--- config.mk ---
export PLATFORM = sky130hd
export DESIGN_NAME = bunch_capture_flat
export DESIGN_NICKNAME = d
export VERILOG_FILES = /design/src/rtl/bunch_capture_pkg.sv /design/src/rtl/bunch_capture_if.sv /design/src/rtl/sync_fifo_fwft.sv /design/src/rtl/bunch_capture.sv /design/src/flat_wrapper.sv
export SDC_FILE = /design/constraint.sdc
export NUM_CORES = 1
export LEC_CHECK = 0
export CORE_MARGIN = 2
export CORE_UTILIZATION = 53
export DETAILED_ROUTE_END_ITERATION = 10
export PLACE_DENSITY_LB_ADDON = 0.08
export SLEW_MARGIN = 15
export SYNTH_ARGS = -nofsm -noshare
export SYNTH_HDL_FRONTEND = slang
export SYNTH_SLANG_ARGS = --single-unit
--- constraint.sdc ---
create_clock -name clk -period 2.8 [get_ports clk]
set_clock_uncertainty 0.15 [all_clocks]
set_input_delay 0.7 -clock clk [delete_from_list [all_inputs] [get_ports clk]]
set_output_delay 0.7 -clock clk [all_outputs]
set_load 0.05 [all_outputs]
--- src/rtl/bunch_capture_pkg.sv ---
// Shared types and default widths for the bunch capture block.
// One summed record is produced per bunch strobe.
package bunch_capture_pkg;

    localparam int ADC_W_DEF      = 13;
    localparam int NSAMP_W_DEF    = 4;
    localparam int SUM_W_DEF      = ADC_W_DEF + NSAMP_W_DEF;
    localparam int FIFO_DEPTH_DEF = 4;
    localparam int BUNCH_W        = 2;

    typedef enum logic [1:0] {
        S_IDLE,
        S_ARMED,
        S_ACCUM,
        S_DONE
    } state_t;

    typedef struct packed {
        logic [BUNCH_W-1:0]            bunch;
        logic [NSAMP_W_DEF-1:0]        nsamp;
        logic signed [SUM_W_DEF-1:0]   sum;
    } rec_t;

    localparam int REC_W = $bits(rec_t);

endpackage

--- src/rtl/bunch_capture_if.sv ---
// Per-bunch record stream: valid/ready handshake plus the record fields.
// The producer side is the master.
interface bunch_capture_if
    import bunch_capture_pkg::*;
#(
    parameter int SUM_W   = SUM_W_DEF,
    parameter int NSAMP_W = NSAMP_W_DEF
);
    logic                out_valid;
    logic                out_ready;
    logic [SUM_W-1:0]    out_sum;
    logic [BUNCH_W-1:0]  out_bunch;
    logic [NSAMP_W-1:0]  out_nsamp;

    modport master (
        output out_valid, out_sum, out_bunch, out_nsamp,
        input  out_ready
    );

    modport slave (
        input  out_valid, out_sum, out_bunch, out_nsamp,
        output out_ready
    );
endinterface

--- src/rtl/sync_fifo_fwft.sv ---
// Single-clock show-ahead FIFO. The head word is visible on rd_data while
// not empty; a write into a full FIFO is accepted only when a read frees a slot.
module sync_fifo_fwft #(
    parameter int WIDTH = 8,
    parameter int DEPTH = 4
) (
    input  logic             clk,
    input  logic             rst,
    input  logic             wr_en,
    input  logic [WIDTH-1:0] wr_data,
    input  logic             rd_en,
    output logic [WIDTH-1:0] rd_data,
    output logic             full,
    output logic             empty
);
    localparam int AW = $clog2(DEPTH);

    logic [WIDTH-1:0] mem [DEPTH];
    logic [AW:0]      wr_ptr;
    logic [AW:0]      rd_ptr;
    logic             do_rd;
    logic             do_wr;

    // Extra pointer bit distinguishes full from empty when the indices match.
    assign empty = (wr_ptr == rd_ptr);
    assign full  = (wr_ptr[AW] != rd_ptr[AW]) && (wr_ptr[AW-1:0] == rd_ptr[AW-1:0]);
    assign do_rd = rd_en && !empty;
    assign do_wr = wr_en && (!full || do_rd);

    // Gated so the head reads as zero whenever nothing is queued.
    assign rd_data = empty ? '0 : mem[rd_ptr[AW-1:0]];

    always_ff @(posedge clk or posedge rst) begin
        if (rst) begin
            wr_ptr <= '0;
            rd_ptr <= '0;
        end else begin
            if (do_wr) wr_ptr <= wr_ptr + 1'b1;
            if (do_rd) rd_ptr <= rd_ptr + 1'b1;
        end
    end

    always_ff @(posedge clk) begin
        if (do_wr) mem[wr_ptr[AW-1:0]] <= wr_data;
    end

endmodule

--- src/rtl/bunch_capture.sv ---
// Integrates ADC samples under each bunch strobe of a store and queues one
// {bunch, nsamp, sum} record per bunch for the downstream consumer.
module bunch_capture
    import bunch_capture_pkg::*;
#(
    parameter int ADC_W      = ADC_W_DEF,
    parameter int NSAMP_W    = NSAMP_W_DEF,
    parameter int SUM_W      = SUM_W_DEF,
    parameter int FIFO_DEPTH = FIFO_DEPTH_DEF
) (
    input  logic                    clk,
    input  logic                    rst,
    input  logic                    store_strb,
    input  logic                    bunch_strb,
    input  logic signed [ADC_W-1:0] adc_data,
    input  logic [1:0]              no_bunches,
    bunch_capture_if.master         rec,
    output logic                    overflow,
    output logic                    done
);
    localparam logic [NSAMP_W-1:0] NSAMP_MAX = '1;

    state_t                 state;
    logic [1:0]             nb_lat;
    logic [BUNCH_W-1:0]     idx;
    logic signed [SUM_W-1:0] acc;
    logic [NSAMP_W-1:0]     nsamp;

    logic                   push;
    logic                   pop;
    logic                   drop;
    logic                   fifo_full;
    logic                   fifo_empty;
    logic signed [SUM_W-1:0] sample_ext;
    rec_t                   wr_rec;
    rec_t                   head;

    assign sample_ext = {{(SUM_W-ADC_W){adc_data[ADC_W-1]}}, adc_data};

    // Strobe falling while accumulating closes the current record.
    assign push = (state == S_ACCUM) && store_strb && !bunch_strb;
    assign pop  = rec.out_valid && rec.out_ready;
    assign drop = push && fifo_full && !pop;

    always_comb begin
        wr_rec       = '0;
        wr_rec.bunch = idx;
        wr_rec.nsamp = nsamp;
        wr_rec.sum   = acc;
    end

    sync_fifo_fwft #(
        .WIDTH (REC_W),
        .DEPTH (FIFO_DEPTH)
    ) u_fifo (
        .clk     (clk),
        .rst     (rst),
        .wr_en   (push),
        .wr_data (wr_rec),
        .rd_en   (pop),
        .rd_data (head),
        .full    (fifo_full),
        .empty   (fifo_empty)
    );

    assign rec.out_valid = !fifo_empty;
    assign rec.out_sum   = head.sum;
    assign rec.out_bunch = head.bunch;
    assign rec.out_nsamp = head.nsamp;

    always_ff @(posedge clk or posedge rst) begin
        if (rst) begin
            state    <= S_IDLE;
            nb_lat   <= '0;
            idx      <= '0;
            acc      <= '0;
            nsamp    <= '0;
            overflow <= 1'b0;
            done     <= 1'b0;
        end else begin
            done <= 1'b0;
            if (drop) overflow <= 1'b1;
            case (state)
                S_IDLE: begin
                    if (store_strb) begin
                        state    <= S_ARMED;
                        nb_lat   <= no_bunches;
                        idx      <= '0;
                        overflow <= 1'b0;
                    end
                end
                S_ARMED: begin
                    if (!store_strb) begin
                        state <= S_IDLE;
                    end else if (bunch_strb && nb_lat != 2'd0) begin
                        state <= S_ACCUM;
                        acc   <= sample_ext;
                        nsamp <= NSAMP_W'(1);
                    end
                end
                S_ACCUM: begin
                    if (!store_strb) begin
                        state <= S_IDLE;
                    end else if (bunch_strb) begin
                        // Count saturates: further samples are discarded and flagged.
                        if (nsamp != NSAMP_MAX) begin
                            acc   <= acc + sample_ext;
                            nsamp <= nsamp + 1'b1;
                        end else begin
                            overflow <= 1'b1;
                        end
                    end else if (idx + 2'd1 == nb_lat) begin
                        state <= S_DONE;
                        done  <= 1'b1;
                    end else begin
                        idx   <= idx + 1'b1;
                        state <= S_ARMED;
                    end
                end
                S_DONE: begin
                    if (!store_strb) state <= S_IDLE;
                end
                default: state <= S_IDLE;
            endcase
        end
    end

endmodule
--- src/flat_wrapper.sv ---
// flat-port wrapper written by rule: the top's interface ports become plain ports
module bunch_capture_flat import bunch_capture_pkg::*;
#(
    parameter int ADC_W      = ADC_W_DEF,
    parameter int NSAMP_W    = NSAMP_W_DEF,
    parameter int SUM_W      = SUM_W_DEF,
    parameter int FIFO_DEPTH = FIFO_DEPTH_DEF
)
  (clk, rst, store_strb, bunch_strb, adc_data, no_bunches, overflow, done, rec_out_valid, rec_out_sum, rec_out_bunch, rec_out_nsamp, rec_out_ready);
  bunch_capture_if #(.SUM_W(SUM_W), .NSAMP_W(NSAMP_W)) rec_i ();
  input  logic clk;
  input  logic rst;
  input  logic store_strb;
  input  logic bunch_strb;
  input  logic signed [ADC_W-1:0] adc_data;
  input  logic [1:0] no_bunches;
  output logic overflow;
  output logic done;
  output wire logic [$bits(rec_i.out_valid)-1:0] rec_out_valid;
  output wire logic [$bits(rec_i.out_sum)-1:0] rec_out_sum;
  output wire logic [$bits(rec_i.out_bunch)-1:0] rec_out_bunch;
  output wire logic [$bits(rec_i.out_nsamp)-1:0] rec_out_nsamp;
  input wire logic [$bits(rec_i.out_ready)-1:0] rec_out_ready;
  assign rec_out_valid = rec_i.out_valid;
  assign rec_out_sum = rec_i.out_sum;
  assign rec_out_bunch = rec_i.out_bunch;
  assign rec_out_nsamp = rec_i.out_nsamp;
  assign rec_i.out_ready = rec_out_ready;
  bunch_capture #(.ADC_W(ADC_W), .NSAMP_W(NSAMP_W), .SUM_W(SUM_W), .FIFO_DEPTH(FIFO_DEPTH)) u_core (.clk(clk), .rst(rst), .store_strb(store_strb), .bunch_strb(bunch_strb), .adc_data(adc_data), .no_bunches(no_bunches), .rec(rec_i), .overflow(overflow), .done(done));
endmodule
# Yosys cells after proc, flatten, opt, wreduce, memory -nomap -nowiden

Memories as Yosys holds them, arrays and structs flattened.
Cells that the tools add are included.

Input bits: 20
Memories: 1
Output and inout port bits: 26
Logic and storage cells: 94
Memory bits (writable): 92
Bits in registers: 35

Mux-type cells: 38
Reductions and logical operators: 22
Eq/ne operators: 19
$add $sub $neg: 5

Memories:

| memory            | words | bits a word | rd ports | clocked after Yosys merged registers in | wr ports | line                 | text |
|---|---|---|---|---|---|---|---|
| u_core.u_fifo.mem | 4     | 23          | 1        | 0                                       | 1        | sync_fifo_fwft.sv:18 | `logic [WIDTH-1:0] mem [DEPTH];` |

Operators by type and width:

| cell                                                  | count |
|---|---|
| 2-to-1 mux 17 bit                                     | 5 |
| one-hot mux 17 bit (2 select lines)                   | 1 |
| 2-to-1 mux 23 bit                                     | 1 |
| 2-to-1 mux 2 bit                                      | 11 |
| 2-to-1 mux 4 bit                                      | 5 |
| adder 17 x 13 -> 17 bit                               | 1 |
| inequality test 2 bit, second input constant          | 8 |
| 2-to-1 mux 1 bit                                      | 11 |
| logical AND 1 bit                                     | 9 |
| one-hot mux 2 bit (4 select lines)                    | 1 |
| one-hot mux 4 bit (2 select lines)                    | 1 |
| adder 3 x 1 -> 3 bit, second input constant           | 2 |
| AND reduction 6 bit                                   | 1 |
| nonzero test 2 bit                                    | 3 |
| AND reduction 5 bit                                   | 1 |
| adder 4 x 1 -> 4 bit, second input constant           | 1 |
| == test 2 bit                                         | 2 |
| == test 2 bit, second input constant                  | 2 |
| zero test 1 bit                                       | 4 |
| inequality test 4 bit, second input constant          | 1 |
| one-hot mux 2 bit (2 select lines)                    | 1 |
| AND reduction 4 bit                                   | 1 |
| == test 3 bit                                         | 1 |
| inequality test 3 x 2 -> 1 bit, second input constant | 1 |
| other kinds (9)                                       | 9 |

# Longest topological paths before layout

Gate-level depths: netlist (run 1).

Depth after elaboration: 10
Gate-level depth with buffers: 9
Gate-level depth less buffers: 9

# Modules after synthesis

From an unflattened synthesis (run 1), not the netlist that was laid out.

Cells, all modules: 428
Area total of the unflattened synthesis: 6144.6 sq um

Modules (own cells, without submodules):

| module         | cells an instance | area each (sq um) | seq. area each (sq um) | times used |
|---|---|---|---|---|
| sync_fifo_fwft | 182               | 3938.8            | 2912.8                 | 1 |
| bunch_capture  | 246               | 2205.9            | 725.7                  | 1 |

# Worst setup path before layout (run 1)

No wires, ideal clock.

Kind: input to register
Start point: input port adc_data[0]
End point: register u_core.acc[16]
Path slack: -0.362 ns
Setup time: 0.139 ns
Required time: 2.511 ns
Data arrival time: 2.873 ns
Buffers on the path: 0
Cell stages on the path: 9
Cell sequence: ha_1 fa_1 a21o_1 a221oi_4 a21oi_1 or4_1 a211oi_2 mux2i_1 o311ai_2

Longest elaborated chain between the ends: 5

Ends and longest elaborated chain:

| item                                | line                 | text |
|---|---|---|
| start: declaration                  | flat_wrapper.sv:15   | `input logic signed [ADC_W-1:0] adc_data;` |
| adder 17 x 13 -> 17 bit             | bunch_capture.sv:107 | `acc <= acc + sample_ext;` |
| 2-to-1 mux 17 bit                   | bunch_capture.sv:106 | `if (nsamp != NSAMP_MAX) begin` |
| 2-to-1 mux 17 bit                   | bunch_capture.sv:104 | `end else if (bunch_strb) begin` |
| 2-to-1 mux 17 bit                   | bunch_capture.sv:102 | `if (!store_strb) begin` |
| one-hot mux 17 bit (2 select lines) | bunch_capture.sv:83  | `case (state)` |
| end signal: assignment              | bunch_capture.sv:97  | `acc <= sample_ext;` |
| end signal: assignment              | bunch_capture.sv:107 |  |
| end: declaration                    | bunch_capture.sv:26  | `logic signed [SUM_W-1:0] acc;` |

Every way passes these cells. The select of a mux whose other input is x is not followed.
A chain may end at the register's enable or synchronous reset.

# Final worst setup path (run 1)

Start point: register u_core.u_fifo.rd_ptr[0]
End point: output port rec_out_sum[0]

Longest elaborated chain between the ends: 2
Elaborated cells on any way between the ends: 3
Classes of those cells: eq/ne: 1; mux: 1; memory: 1

Ends and longest elaborated chain:

| item                                                        | line                 | text |
|---|---|---|
| start: declaration                                          | sync_fifo_fwft.sv:20 | `logic [AW:0] rd_ptr;` |
| start signal: assignment                                    | sync_fifo_fwft.sv:39 | `if (do_rd) rd_ptr <= rd_ptr + 1'b1;` |
| memory (4 x 23 bit) / == test 3 bit (equally long branches) | --                   |  |
| 2-to-1 mux 23 bit (*)                                       | sync_fifo_fwft.sv:31 | `assign rd_data = empty ? '0 : mem[rd_ptr[AW-1:0]];` |
| end: declaration                                            | flat_wrapper.sv:20   | `output wire logic [$bits(rec_i.out_sum)-1:0] rec_out_sum;` |

Mark *: on every way between the ends. The rest lies on a longest branch, timed or not.

==> results.ini, run 1 <==
[worst_setup_path]
worstSetupStartpointType = flip-flop
worstPathArrival_ps = 2060
path_cells = clkbuf_16, mux4_2, nor2b_4, buf_6
cp.buffers_inverters = 2
crit_required_ps = 1950
cpLargestDelayFamily = flip-flops
crit_path_max_fanout = 8
critical_path.max_stage_delay_ps = 510
cp.depth = 4
worst_setup_path_end_kind = primary output
slowest_stage = dfrtp_2
path_class = reg -> out
worstRegToRegCells = 9

[synthesis]
netlist_area_sq_um = 5920
synth_nets = 464
yosys_warnings = 0
synth_compound_area_frac = 0.0917
synth.area.mux_share = 0.100
synthSimpleGateAreaFrac = 0.101
synth_xor_xnor_area_share = 0.0296
yosysUniqueCellTypes = 49
synth_fa_ha_area_frac = 0.0499
yosys_register_bits = 127
netlist_instances = 421
synth.avg_cell_area_sq_um = 14.1
ys_seq_area_frac = 0.614
synth_top_family_by_area = simple AND/OR/NAND/NOR gates

[timing]
hold_viol_final = 0
worst_pin_slew_ps = 518
slew_headroom = 0.655
slew_viol_final = 0
setup_viol = 24
finalCriticalPeriod_ps = 2910
worst_slack_ps = -110
fin_crit_sh = 1.04
rsz0062_at_grt = yes
max_freq_mhz = 344
holdWs_ps = 355

[pwr]
power_density_nw_per_um2 = 1280
power.switching_mw = 3.94
switching_share = 0.380
p_leak_nw = 3.27
clkPwrFrac = 0.217
vdd_ir_drop_max_mv = 1.15
seq_power_share = 0.260
intPower_mw = 6.44
power_frac_comb = 0.523

[floorplan]
fp-row-count = 38
ioPinCount = 46
die_y_microns = 110
die_w_microns = 110
initial_utilization = 0.544
dieArea_sq_um = 12000
core_sq_um = 10900

[routing]
vias_per_cell = 5.59
highest_layer = met4
wl_per_cell_microns = 19.1
final_antenna_net_count = 0
via_count = 3954
wl_microns = 13500
met2_length_microns = 6830
wl_met1_microns = 5840
drt_iter0_markers = 301
drc = 0
drt_pass1_iterations = 4
wl_met3_microns = 617

[finish]
ff_latch_area_sq_um = 3640
syn2layout_area_growth_pct = 37.0
nets = 597
fill_cells = 681
drive_gt1_frac = 0.353
fin_cells = 707
n_antenna_cell = 0
final_common_cell = edfxtp_1
postLayoutCoreUtil = 0.745
layout.cells.most_common_list = 92 x edfxtp_1, 76 x buf_4, 34 x dfrtp_1
multiInputGateArea_sq_um = 2420

[placed_design]
hpwl_microns = 8790
port_buffers = 45
gp_congestion = 0.861
dp_cells = 663

[cts]
cts_buffers = 17
htreeDepth = 4
clock-sinks = 127
cts_root_buffer = clkbuf_8
clockBufferDepth = 2
clk_pin_slew_ps = 60
tritoncts = done
clkLatencyLatePin_ps = 530

[grt]
grt_pass1_vias = 4084
grt_max_degree = 36
antenna_found_initial = 0
gr-total-overflow = 0
grt_pass1_wl_microns = 21100
grtUsageTotal = 0.247

[run_status]
status = complete, but fails checks
violations = negative setup slack

[worst_hold_path]
holdPathStages = 1
min_path_type = reg -> reg

[flow_run]
max-cap-violations = 0

[cell usage after synthesis (all sizes together)]
master | number | area, sq um
a211oi | 4 | 35.0
a21boi | 2 | 15.0
a21o | 11 | 82.6
a21oi | 29 | 145
a221oi | 2 | 35.0
a22oi | 1 | 7.51
a311oi | 1 | 8.76
a31oi | 6 | 37.5
a41o | 1 | 10.0
a41oi | 2 | 17.5
and2 | 6 | 37.5
and3 | 6 | 37.5
and4 | 1 | 8.76
buf | 4 | 17.5
clkbuf | 12 | 45.0
dfrtp | 35 | 876
edfxtp | 92 | 2760
fa | 1 | 20.0
ha | 22 | 275
inv | 4 | 15.0
mux2 | 5 | 56.3
mux2i | 2 | 20.0
mux4 | 23 | 518
nand2 | 24 | 90.1
nand2b | 8 | 50.1
nand3 | 5 | 25.0
nand3b | 1 | 7.51
nand4 | 3 | 18.8
nor2 | 29 | 109
nor2b | 29 | 181
nor3 | 4 | 20.0
o211ai | 1 | 7.51
o21a | 1 | 7.51
o21ai | 17 | 85.1
o21bai | 1 | 7.51
o22ai | 1 | 6.26
o2bb2ai | 1 | 8.76
o311a | 1 | 10.0
o311ai | 1 | 16.3
or2 | 1 | 6.26
or4 | 1 | 7.51
xnor2 | 11 | 96.3
xor2 | 9 | 78.8
[worst reg2reg max path, cell delays in order, from the launching register on]
cell and delay, ps:
dfrtp_1 390, ha_2 200, fa_2 360, a21o_1 230, a221oi_4 260, a21oi_2 100
or4_4 420, a211oi_2 220, mux2i_1 240, o311ai_2 100
[cells by family (layout without fill, tap and decap cells)]
logic type | count (synthesis) | count (layout)
buf+inv | 20 | 166
mux | 30 | 30
fa+ha+maj | 23 | 23
xor+xnor | 20 | 20
flops | 127 | 127
compound gates | 83 | 83
simple gates | 118 | 118
[per-stage QoR]
step | area, sq um | worst slack, ps | total power, mW | TNS (ps)
2_1_floorplan | 5970 | -273 | 5.60 | -352
3_3_place_gp | 7060 | -793 | 7.02 | -4610
3_5_place_dp | 7060 | -832 | 7.10 | -5050
4_1_cts | 7900 | -134 | 9.92 | -2990
5_1_grt | 8120 | -180 | 10.9 | -3900
6_report | 8120 | -110 | 10.4 | -2010
[per-layer routing]
metal / vias to the layer above / global-route usage
met5: - / 0
met4: 0 / 0.0913
met3: 17 / 0.0599
met2: 105 / 0.403
met1: 1953 / 0.324
li1: 1879 / -
[what timing repair did]
action,in CTS,in global routing
hold buffers,0,0
resized for setup,49,34
pin swaps,6,11
gates cloned,2,1
setup endpoints to repair,27,28
setup buffers,4,5
[power groups by stage]
| stage | sequential, mW | clock [mW] | combinational [mW] |
|---|---|---|---|
| after floorplan | 2.60 | 0 | 3.00 |
| after global placement | 2.68 | 0 | 4.34 |
| after detailed placement | 2.70 | 0 | 4.40 |
| after CTS | 2.69 | 2.29 | 4.95 |
| after global routing | 2.74 | 2.37 | 5.79 |
| final | 2.70 | 2.26 | 5.43 |
[flip-flops by register name (all words and copies together), names as in the netlist]
name	count
u_core.nb_lat	2
u_core.done	1
u_core.overflow	1
u_core.u_fifo.mem	92
u_core.u_fifo.wr_ptr	3
u_core.u_fifo.rd_ptr	3
u_core.acc	17
u_core.nsamp	4
u_core.idx	2
u_core.state	2
[final timing paths]
check	from	to	slack, ps
setup / recovery	u_core.u_fifo.rd_ptr[0]$_DFFE_PP0P_	rec_out_sum[0]	-110
max in group asynchronous	rst	u_core.done$_DFF_PP0_	1680
hold reg to reg	u_core.u_fifo.wr_ptr[2]$_DFFE_PP0P_	u_core.u_fifo.wr_ptr[2]$_DFFE_PP0P_	350
min in group asynchronous	rst	u_core.u_fifo.rd_ptr[1]$_DFFE_PP0P_	440
hold / removal	u_core.u_fifo.wr_ptr[2]$_DFFE_PP0P_	u_core.u_fifo.wr_ptr[2]$_DFFE_PP0P_	350
setup reg to reg	u_core.acc[0]$_DFFE_PP0P_	u_core.acc[16]$_DFFE_PP0P_	10
[cell type report]
cell class / instances / share of cell area
clock buffer: 19 / 0.0520
clock inverter: 13 / 0.0227
inverter: 4 / 0.00247
multi-input combinational: 274 / 0.299
sequential: 127 / 0.449
tap: 140 / 0.0216
timing repair buffer: 130 / 0.154
Note: power is estimated with default switching activity, not from simulation.
==> run 2, diff against run 1 <==
--- a/config.mk
+++ b/config.mk
@@ -5,6 +5,7 @@
 export SDC_FILE = /design/constraint.sdc
 export NUM_CORES = 1
 export LEC_CHECK = 0
+export CAP_MARGIN = 0
 export CORE_MARGIN = 2
 export CORE_UTILIZATION = 53
 export DETAILED_ROUTE_END_ITERATION = 10
==> results of run 2 <==
Same layout as run 1: the final DEF is identical, and so are final timing and power.
==> run 3, diff against run 2 <==
--- a/config.mk
+++ b/config.mk
@@ -5,6 +5,7 @@
 export SDC_FILE = /design/constraint.sdc
 export NUM_CORES = 1
 export LEC_CHECK = 0
+export ABC_AREA = 1
 export CAP_MARGIN = 0
 export CORE_MARGIN = 2
 export CORE_UTILIZATION = 53
==> run 3 against run 2 <==
  * The flow now finishes without violations
  * Via count is 18% higher
  * Clock-buffer cell count is 5 higher
  * Synthesized cell count is 52% higher
  * Sequential share of layout area is 3.1 points higher
  * Power is 9.0% lower
  * Critical endpoint is now rec_out_sum[3]
==> results.ini, run 3 <==
[pwr]
power_density_nw_per_um2 = 1250
switching_share = 0.441
p_leak_nw = 3.25
clkPwrFrac = 0.210
seq_power_share = 0.292
vdd_ir_drop_max_mv = 0.973
power.switching_mw = 4.17
power_frac_comb = 0.499
total_power_mw = 9.45
intPower_mw = 5.28

[worst_setup_path]
crit_path_max_fanout = 13
cp.buffers_inverters = 5
worstSetupStartpointType = flip-flop
path_cells = inv_4, buf_4, nand2_1, nand4_4, buf_12, nand2_1, inv_1, buf_4
r2r_end = u_core.acc[13]$_DFFE_PP0P_
slowest_stage = dfrtp_2
r2r_start = u_core.nsamp[1]$_DFFE_PP0P_
reg2reg_slack_ps = 620
cpLargestDelayFamily = buffers and inverters
worstRegToRegCells = 10
worstPathArrival_ps = 1860
crit_required_ps = 1950
path_class = reg -> out
critical_path.max_stage_delay_ps = 440
worst_setup_path_end_kind = primary output

[worst_hold_path]
holdPathStages = 2
min_path_type = reg -> reg
hold_start = u_core.overflow$_DFF_PP0_
hold_end = u_core.overflow$_DFF_PP0_

[grt]
grtUsageTotal = 0.223
grt_pass1_wl_microns = 22000
antenna_found_initial = 0
gr-total-overflow = 0
grt_max_degree = 49
grt_pass1_vias = 4495

[timing]
fin_crit_sh = 0.969
holdWs_ps = 364
hold_viol_final = 0
finalCriticalPeriod_ps = 2710
worst_pin_slew_ps = 497
slew_viol_final = 0
setup_viol = 0
max_freq_mhz = 369
slew_headroom = 0.668

[routing]
drt_pass1_iterations = 5
via_count = 4669
wl_per_cell_microns = 16.2
vias_per_cell = 5.44
wl_microns = 13900
drc = 0
final_antenna_net_count = 0
drt_iter0_markers = 276

[finish]
largest_reg_flops = 92
final_common_cell = nand2_1
layout.cells.most_common_list = 133 x nand2_1, 99 x nor2_1, 92 x edfxtp_1
n_antenna_cell = 0
syn2layout_area_growth_pct = 21.4
drive_gt1_frac = 0.124
nets = 745

[cts]
clockBufferDepth = 2
cts_buffers = 17
clkLatencyLatePin_ps = 410
htreeDepth = 4
clock-sinks = 127
tritoncts = done
cts_root_buffer = clkbuf_16
clk_pin_slew_ps = 50
cts_hold_buf = 0

[floorplan]
die_w_microns = 113
ioPinCount = 46
dieArea_sq_um = 12700
core_sq_um = 11500
initial_utilization = 0.545
die_y_microns = 113
fp-row-count = 39

[synthesis]
netlist_area_sq_um = 6250
ys_seq_area_frac = 0.583
synth_edf_count = 92
yosys_register_bits = 127
yosys_warnings = 0
ys_async_sr_fraction = 0.276
netlist_instances = 642
synth.avg_cell_area_sq_um = 9.73
synth.most_common_cell = nand2_1
yosys.area.top_type = edfxtp_1
synthFlopType = edfxtp_1
netlist_top_cells_area = edfxtp_1 44%, dfrtp_1 14%, nand2_1 8.1%
ys_top_cells_by_count = 134 x nand2_1, 102 x nor2_1, 92 x edfxtp_1
synth_nets = 685
synth_top_cell_area_share = 0.442
yosysUniqueCellTypes = 38

[placed_design]
port_buffers = 45
gp_congestion = 0.865
hpwl_microns = 8370

[run_status]
status = finished, final reports clean

[flow_run]
max-cap-violations = 0

[run 3: cells by family (layout without fill, tap and decap cells)]
family | count (synthesis) | in the layout | synth area share
compound gates | 101 | 101 | 0.102
xor+xnor | 15 | 15 | 0.0210
fa+ha+maj | 23 | 23 | 0.0473
buf+inv | 92 | 165 | 0.0587
flops | 127 | 127 | 0.583
mux | 1 | 1 | 0.00180
simple gates | 283 | 283 | 0.187
[run 3: layer usage]
metal  GRT usage  up-vias  wire length (microns)
met5           0        -                      0
met4      0.0772        0                    142
met3      0.0410       12                    733
met2       0.376      120                   7010
met1       0.292     2236                   6040
li1            -     2301                      -
[run 3: final cells by class]
class / instances / area (sq um)
Sequential cell: 127 / 3640
Tap cell: 143 / 179
Clock inverter: 8 / 66.3
Timing Repair Buffer: 64 / 684
Fill cell: 877 / 3880
Multi-Input combinational cell: 423 / 2280
Clock buffer: 24 / 472
Inverter: 69 / 262
[run 3: what timing repair did]
| action | CTS | global route |
|---|---|---|
| buffers inserted | 2 | 1 |
| cloned | 1 | 2 |
| gates resized for setup | 1 | 7 |
| setup endpoints to repair | 5 | 18 |
[run 3: how the worst max path moves through the flow]
stage | from | endpoint | slack (ps) | cells past startpoint
2_1_floorplan | u_core.u_fifo.rd_ptr[0]$_DFFE_PP0P_ | rec_out_bunch[0] | 40 | 7
3_3_place_gp | adc_data[0] | u_core.acc[16]$_DFFE_PP0P_ | 20 | 15
3_5_place_dp | adc_data[0] | u_core.acc[14]$_DFFE_PP0P_ | -9 | 12
4_1_cts | u_core.u_fifo.rd_ptr[0]$_DFFE_PP0P_ | rec_out_sum[5] | 8 | 6
5_1_grt | u_core.u_fifo.rd_ptr[1]$_DFFE_PP0P_ | rec_out_sum[4] | -10 | 6
6_report | u_core.u_fifo.rd_ptr[0]$_DFFE_PP0P_ | rec_out_sum[3] | 90 | 8
[run 3: through the flow]
step           utilization  std cells  setup WS (ps)  cell area (sq um)  TNS [ps]
6_report             0.661        858           88.0               7580         0
5_1_grt              0.661        858          -12.7               7580     -12.7
4_1_cts              0.653        855           8.50               7490         0
3_5_place_dp         0.602        820          -9.12               6900     -18.2
3_3_place_gp         0.602        820           18.0               6900         0
2_1_floorplan            -        642           36.0               6250         0
[run 3: tightest hold or removal path: cells and delay by family, from the launching register on]
family	cells	cell delay (ps)
flops	1	330
compound gates	2	140
[run 3: power by group through the flow]
stage	combinational, mW	sequential [mW]	clock [mW]
after floorplan	3.26	2.62	0
after global placement	4.33	2.73	0
after detailed placement	4.40	2.76	0
after CTS	4.53	2.73	2.01
after global routing	5.14	2.79	2.09
final	4.71	2.76	1.98
